**src/rtl/seq_det_100101.sv**
```systemverilog
// -----------------------------------------------------------------------------
// seq_det_100101
//   Serial pattern detector for the sequence 1-0-0-1-0-1 (first-received bit
//   first). It sits downstream of the 6-bit pattern generator and consumes its
//   1-bit stream, one qualified bit per clk.
//
//   Outputs are a registered one-cycle detect pulse, a saturating hit counter
//   and a 6-bit window of the most recent valid bits for LEDs and debug.
//
// Parameters
//   CNT_W      width of match_cnt (>= 1)
//
// Ports
//   clk        in   1      clock, all logic on posedge
//   clr        in   1      synchronous active-high reset
//   din        in   1      serial data bit
//   din_vld    in   1      qualifies din; 0 = bubble, nothing advances
//   detect     out  1      one-cycle pulse, pattern completed on last valid bit
//   match_cnt  out  CNT_W  detections since clr, saturates at all-ones
//   state      out  3      current FSM state code (debug)
//   window     out  6      last 6 valid bits, bit0 = newest
//
// Configuration macro
//   SEQDET_NOOVERLAP_EN  defined: non-overlapping detection (MATCH -> S0)
//                        undefined (default): overlapping (MATCH -> S1)
//
// State table
//   state | meaning
//   S0    | no pattern bits matched
//   S1    | matched "1"
//   S2    | matched "10"
//   S3    | matched "100"
//   S4    | matched "1001"
//   S5    | matched "10010"
//   6, 7  | unused, recover to S0 on the next edge
// -----------------------------------------------------------------------------
module seq_det_100101 #(
    parameter int CNT_W = 8
) (
    input  logic             clk,
    input  logic             clr,
    input  logic             din,
    input  logic             din_vld,
    output logic             detect,
    output logic [CNT_W-1:0] match_cnt,
    output logic [2:0]       state,
    output logic [5:0]       window
);

    localparam logic [2:0] S0 = 3'd0;
    localparam logic [2:0] S1 = 3'd1;
    localparam logic [2:0] S2 = 3'd2;
    localparam logic [2:0] S3 = 3'd3;
    localparam logic [2:0] S4 = 3'd4;
    localparam logic [2:0] S5 = 3'd5;

    // Where the FSM resumes after a completed pattern. In overlap mode the
    // final '1' doubles as the first bit of the next pattern.
`ifdef SEQDET_NOOVERLAP_EN
    localparam logic [2:0] S_AFTER_MATCH = S0;
`else
    localparam logic [2:0] S_AFTER_MATCH = S1;
`endif

    logic [2:0] state_nxt;
    logic       hit;

    always_comb begin
        state_nxt = state;
        hit       = 1'b0;
        case (state)
            S0: if (din_vld) state_nxt = din ? S1 : S0;
            S1: if (din_vld) state_nxt = din ? S1 : S2;
            S2: if (din_vld) state_nxt = din ? S1 : S3;
            S3: if (din_vld) state_nxt = din ? S4 : S0;
            S4: if (din_vld) state_nxt = din ? S1 : S5;
            S5: begin
                if (din_vld) begin
                    if (din) begin
                        state_nxt = S_AFTER_MATCH;
                        hit       = 1'b1;
                    end else begin
                        state_nxt = S3;
                    end
                end
            end
            // Unused codes recover regardless of din_vld.
            default: state_nxt = S0;
        endcase
    end

    always_ff @(posedge clk) begin
        if (clr) begin
            state     <= S0;
            detect    <= 1'b0;
            match_cnt <= '0;
            window    <= '0;
        end else begin
            state  <= state_nxt;
            detect <= hit;
            if (hit && (match_cnt != {CNT_W{1'b1}}))
                match_cnt <= match_cnt + CNT_W'(1);
            if (din_vld)
                window <= {window[4:0], din};
        end
    end

endmodule

```
**config.mk**
```make
export PLATFORM = sky130hd
export DESIGN_NAME = seq_det_100101
export DESIGN_NICKNAME = d
export VERILOG_FILES = /design/src/rtl/seq_det_100101.sv
export SDC_FILE = /design/constraint.sdc
export NUM_CORES = 1
export LEC_CHECK = 0
export ABC_AREA = 0
export CORE_MARGIN = 2
export CORE_UTILIZATION = 45
export CTS_CLUSTER_DIAMETER = 150
export CTS_CLUSTER_SIZE = 40
export DETAILED_ROUTE_END_ITERATION = 8
export PLACE_DENSITY = 0.72
export REMOVE_ABC_BUFFERS = 1
export SYNTH_ARGS = -nofsm -noshare
export SYNTH_HDL_FRONTEND = slang
export SYNTH_SLANG_ARGS = --single-unit
```
**constraint.sdc**
```tcl
create_clock -name clk -period 1.6 [get_ports clk]
set_clock_uncertainty 0.05 [all_clocks]
set_input_delay 0.32 -clock clk [delete_from_list [all_inputs] [get_ports clk]]
set_output_delay 0.32 -clock clk [all_outputs]
set_load 0.1 [all_outputs]
```
=== Word level (Yosys, flattened, before mapping) ===
Cells that the tools add are included.
Widths: inputs -> output; s select.

* Flip-flop bits (word level): 18
* Input port bits: 4
* Output and inout port bits: 18
* Word-level logic and storage cells: 34

* $add $sub $neg: 1
* Equal/unequal tests: 11
* Mux-type cells: 14
* Reductions and logical operators: 4

{| class="wikitable"
|+ Operator list
! cell !! count
|-
| $mux 3 || 7
|-
| $pmux 3 s5 || 1
|-
| $add 8x1->8 const B || 1
|-
| $ne 2x2->1 const B || 4
|-
| $ne 8x8->1 const B || 1
|-
| $eq 3x2->1 const B || 2
|-
| $eq 3x3->1 const B || 2
|-
| $reduce_and 5->1 || 1
|-
| $mux 1 || 4
|-
| $mux 2 || 2
|-
| $eq 3x1->1 const B || 1
|-
| $logic_not 3->1 || 1
|-
| $ne 2x1->1 const B || 1
|-
| $reduce_or 2->1 || 1
|-
| $logic_and 1x1->1 || 1
|}

=== Logic depth before layout (Yosys ltp) ===
* Depth in word-level cells: 4
* Gate-level depth with buffers: 5
* Gate-level depth less buffers: 5

=== Worst setup path before layout ===
OpenSTA, ideal clock, no wires.

* Kind: reg2reg
* Start point: reg state[0]
* End point: reg match_cnt[5]
* Library setup time: 121 ps
* Arrival time: 2032 ps
* Data required time: 1429 ps
* Slack: -603 ps
* Cell stages (with the launch flop): 5
* Buffers on the path: 0
* Period minus slack after synthesis: 2203 ps
* Cells stage by stage: dfxtp_1 -> and3_4 -> and4_4 -> o211a_1 -> mux2_4

* Word-level cells in the longest chain between the ends: 3

{| class="wikitable"
|+ RTL lines
! what !! RTL line !! text
|-
| start, declared || 46 || <nowiki>output logic [2:0] state,</nowiki>
|-
| start signal, assigned || 99 || <nowiki>state <= state_nxt;</nowiki>
|-
| $eq 3x3->1 || 71 || <nowiki>case (state)</nowiki>
|-
| $mux 1 || 71 ||
|-
| $logic_and 1x1->1 || 101 || <nowiki>if (hit && (match_cnt != {CNT_W{1'b1}}))</nowiki>
|-
| end signal, assigned || 102 || <nowiki>match_cnt <= match_cnt + CNT_W'(1);</nowiki>
|-
| end, declared || 45 || <nowiki>output logic [CNT_W-1:0] match_cnt,</nowiki>
|}

Every way passes these cells.
A chain may end at the register's enable or synchronous reset.

=== Worst setup path after layout ===
* Start point: in din
* End point: reg match_cnt[5]

* Word-level cells in the longest chain between the ends: 4

{| class="wikitable"
|+ RTL lines
! what !! RTL line !! text
|-
| start, declared || 42 || <nowiki>input logic din,</nowiki>
|-
| $mux 1 || 79 || <nowiki>if (din) begin</nowiki>
|-
| $mux 1 || 78 || <nowiki>if (din_vld) begin</nowiki>
|-
| $mux 1 || 71 ||
|-
| $logic_and 1x1->1 || 101 ||
|}

Every way passes these cells.

==> results <==
- The longest clock path from root to sink contains 2 buffers.
- The synthesized design spends more area on one cell type than any other, namely sky130_fd_sc_hd__dfxtp_1.
- The launch point of the worst hold path is window[5].
- For this configuration, the core starts out at a cell density of 47.1%.
- The tightest min-delay check is of the register to register type.
- The number of inserted diodes is 0.
- After synthesis, the mean cell area works out to 9.47 µm².
- The area growth from synthesis to final layout is 68.7%.
- The required time at the endpoint of the critical path is 1740 ps.
- The number of clock buffers inserted by TritonCTS is 3.
- The fraction of post-synthesis cell area in the top cell type by area is 45.3%.
- In this run, the number of DRC markers left after iteration 0 of detailed routing was 25.
- The number of rows in the core area is 15.
- The final critical-path setup slack is 61.0 ps.
- The first global-routing pass estimated 3200 µm of wire.
- Along the worst path, the maximum fanout reaches 2.
- For this run, the top clock speed supported by timing is 0.650 GHz.
- In this run the power density over the cells is 600 nW/µm².
- In this run the critical register-to-register path is captured at match_cnt[5].
- The total I/O pin count is 22.
- The hold buffer count at cts is 0.
- The share of the Yosys chip area taken by registers is 45.3%.
- The number of warnings issued by yosys is 0.
- The fraction of registers with async set or reset after synthesis is 0%.
- The number of vias per cell is 5.65.
- At the placement stage, the worst setup path has a slack of -267 ps.
- The peak supply drop is 0.731 mV.
- Global routing consumed, over all layers together, 21.2% of the routing resources.
- The setup check on the worst reg-to-reg path leaves a slack of 180 ps.
- The gate count of the mapped netlist is 84.
- After routing the design area is 1340 µm².
- The final weighted congestion in routability-driven placement is 0.743.
- Dividing the detail-routed wire length by the instance count gives 14.7 µm.
- The worst hold path was traced through 2 stages.
- The endpoint kind of the worst setup timing path is a register.
- The final worst-path cycle share is 96.2%.
- The total half-perimeter wirelength after legalization and detailed placement is 1530 µm.
- After detailed routing, the number of remaining DRC violations is 0.
- For this design, the sink count on the clock tree is 18.
- The core area is 1690 µm².
- Synthesis inferred 18 register bits.
- The die boundary width is 46.1 µm.
- The maximum number of pins on one net before global-route repair is 12.
- Among all cell types in the netlist, the one instantiated most often is sky130_fd_sc_hd__dfxtp_1.
- Setup violations remaining at the end of the flow were counted as 0.
- For the worst-skew pair, the clock arrives at the later sink with an insertion delay of 290 ps.
- The area after detailed placement is 1320 µm².
- The final max-slew violation count is 0.
- The die covers 2120 µm².
- The run finished with clean final reports.
- The die is 46.1 µm tall.
- Setup repair after global routing left no endpoint under its margin.
- The flip-flop cell with the highest count after synthesis is sky130_fd_sc_hd__dfxtp_1.
- The routed design could run at a clock period as short as 1540 ps.
- The worst setup path category is input pin to register.
- The number of enable flip-flop cells after synthesis is 0.
- Summed over all cells, the static leakage comes to 0.584 nW.
- The residual overflow from global routing is 0.
- The total wire length after detailed routing is 2030 µm.
- The deepest level of the CTS H-tree is 1.
- The layout cell share with drive strength beyond 1 is 35.5%.
- Clock-pin slew was measured on the worst setup and hold paths at 100 ps.
- The number of antenna violations at the first check in global routing is 0.
- The combined area of all synthesized cells is 796 µm².
- The number of global-route vias before repair is 755.
- The post-route antenna net violation count is 0.
- STA classifies the critical path startpoint as an input pin.
- The worst max-slew margin expressed relative to the limit is 82.3%.
- The total of buffers placed on input and output ports is 21.
- The hold violation count in the final report was 0.
- The data arrival time at the worst-slack endpoint is 1680 ps.
- The clock tree from TritonCTS is built.
- The filler cells instantiated in the layout total 107.
- After synthesis, the netlist uses 33 different library cells.
- Counting cells, the worst reg-to-reg path comes to 4.
- The final-stage net count is 128.
- Max-cap violations in this run came to 0.
- The hold-critical path endpoint is window[5].
- The startpoint identified for the worst register-to-register timing path is state[1].
- The buffer cell driving the clock tree root is sky130_fd_sc_hd__clkbuf_4.
- The slew at the pin closest to its max-slew limit is 263 ps.
- By count the netlist is led by 18 x sky130_fd_sc_hd__dfxtp_1, 15 x sky130_fd_sc_hd__nor2_1, 8 x sky130_fd_sc_hd__mux2i_1.
- For this run, the detailed router's first-pass iteration total came to 4.
- Yosys attributes the largest share of cell area to sky130_fd_sc_hd__dfxtp_1 45%, sky130_fd_sc_hd__mux2i_1 10%, sky130_fd_sc_hd__nor2_1 7.1%.
- The overall via count from detail_route is 780.
cells by family (layout without fill, tap and decap cells):
kind of cell	count (synthesis)	count (layout)	synth area share, %
buffers and inverters	4	41	2.04
multiplexers	9	9	11.9
adder cells (fa/ha/maj)	1	1	1.57
XOR/XNOR	2	2	2.20
AND/OR/NAND/NOR	35	35	23.9
AO/OA/AOI/OAI	15	15	13.1
flip-flops	18	18	45.3
flip-flops by register name (all words and copies together), names as in the netlist:
| name | flops |
|---|---|
| detect | 1 |
| match_cnt | 8 |
| state | 3 |
| window | 6 |
final cells by class:
cell class | instances | area (µm²) | share of cell area [%]
timing repair buffer | 37 | 510 | 38.0
multi-input combinational | 62 | 424 | 31.6
sequential | 18 | 360 | 26.8
clock buffer | 3 | 22.5 | 1.68
tap | 17 | 21.3 | 1.58
inverter | 1 | 3.75 | 0.280
through the flow:
stage	hold WS (ps)	std cells	util (%)	power [mW]	setup TNS [ps]
2_1_floorplan	339	81	-	0.529	-3480
3_3_place_gp	489	135	77.9	0.590	-896
3_5_place_dp	503	135	77.9	0.593	-1150
4_1_cts	516	138	79.2	0.813	0
5_1_grt	536	138	79.5	0.829	0
6_report	511	138	79.5	0.806	0
where the power goes:
group          switching, mW  total [mW]  internal [mW]
clock network          0.136       0.223         0.0875
registers            0.00550       0.459          0.454
logic                 0.0742       0.124         0.0497
what timing repair did:
action,CTS,global route
endpoints found under the hold margin,0,0
resized for setup,0,1
endpoints found under the setup margin,0,1
buffers inserted,0,0
critical path: stages:
cell	delay (ps)
sky130_fd_sc_hd__clkdlybuf4s50_1	500
sky130_fd_sc_hd__and3_4	200
sky130_fd_sc_hd__and4_4	220
sky130_fd_sc_hd__o211a_1	160
sky130_fd_sc_hd__mux2_4	290
layer usage:
| metal | GRT usage (%) | vias up | share of wire (%) |
|---|---|---|---|
| met5 | 0 | - | 0 |
| met4 | 11.4 | 0 | 1.3 |
| met3 | 3.92 | 4 | 3.2 |
| met2 | 36.1 | 19 | 53 |
| met1 | 24.8 | 377 | 43 |
| li1 | - | 380 | - |
worst max path at each step:
stage	slack, ps	endpoint	start
after global placement	-210	match_cnt[5]	din
after CTS	50	match_cnt[3]	din_vld
final	60	match_cnt[5]	din
after global routing	8	match_cnt[3]	din_vld
after detailed placement	-270	match_cnt[3]	din_vld
after floorplan	-600	match_cnt[5]	state[0]
cell usage in the layout, fill, tap and decap left out, drive strengths merged, types with 2 or more instances in the layout:
cell type and n:
nand2 3, mux2i 8, nor2 15, and3 2, a21oi 3, xor2 2
buf 34, nor3 2, clkbuf 3, clkdlybuf4s50 3, o21ai 5, dfxtp 18
nor2b 2, nand3 3, nand4 2
Power figures use the tool's default switching activity.
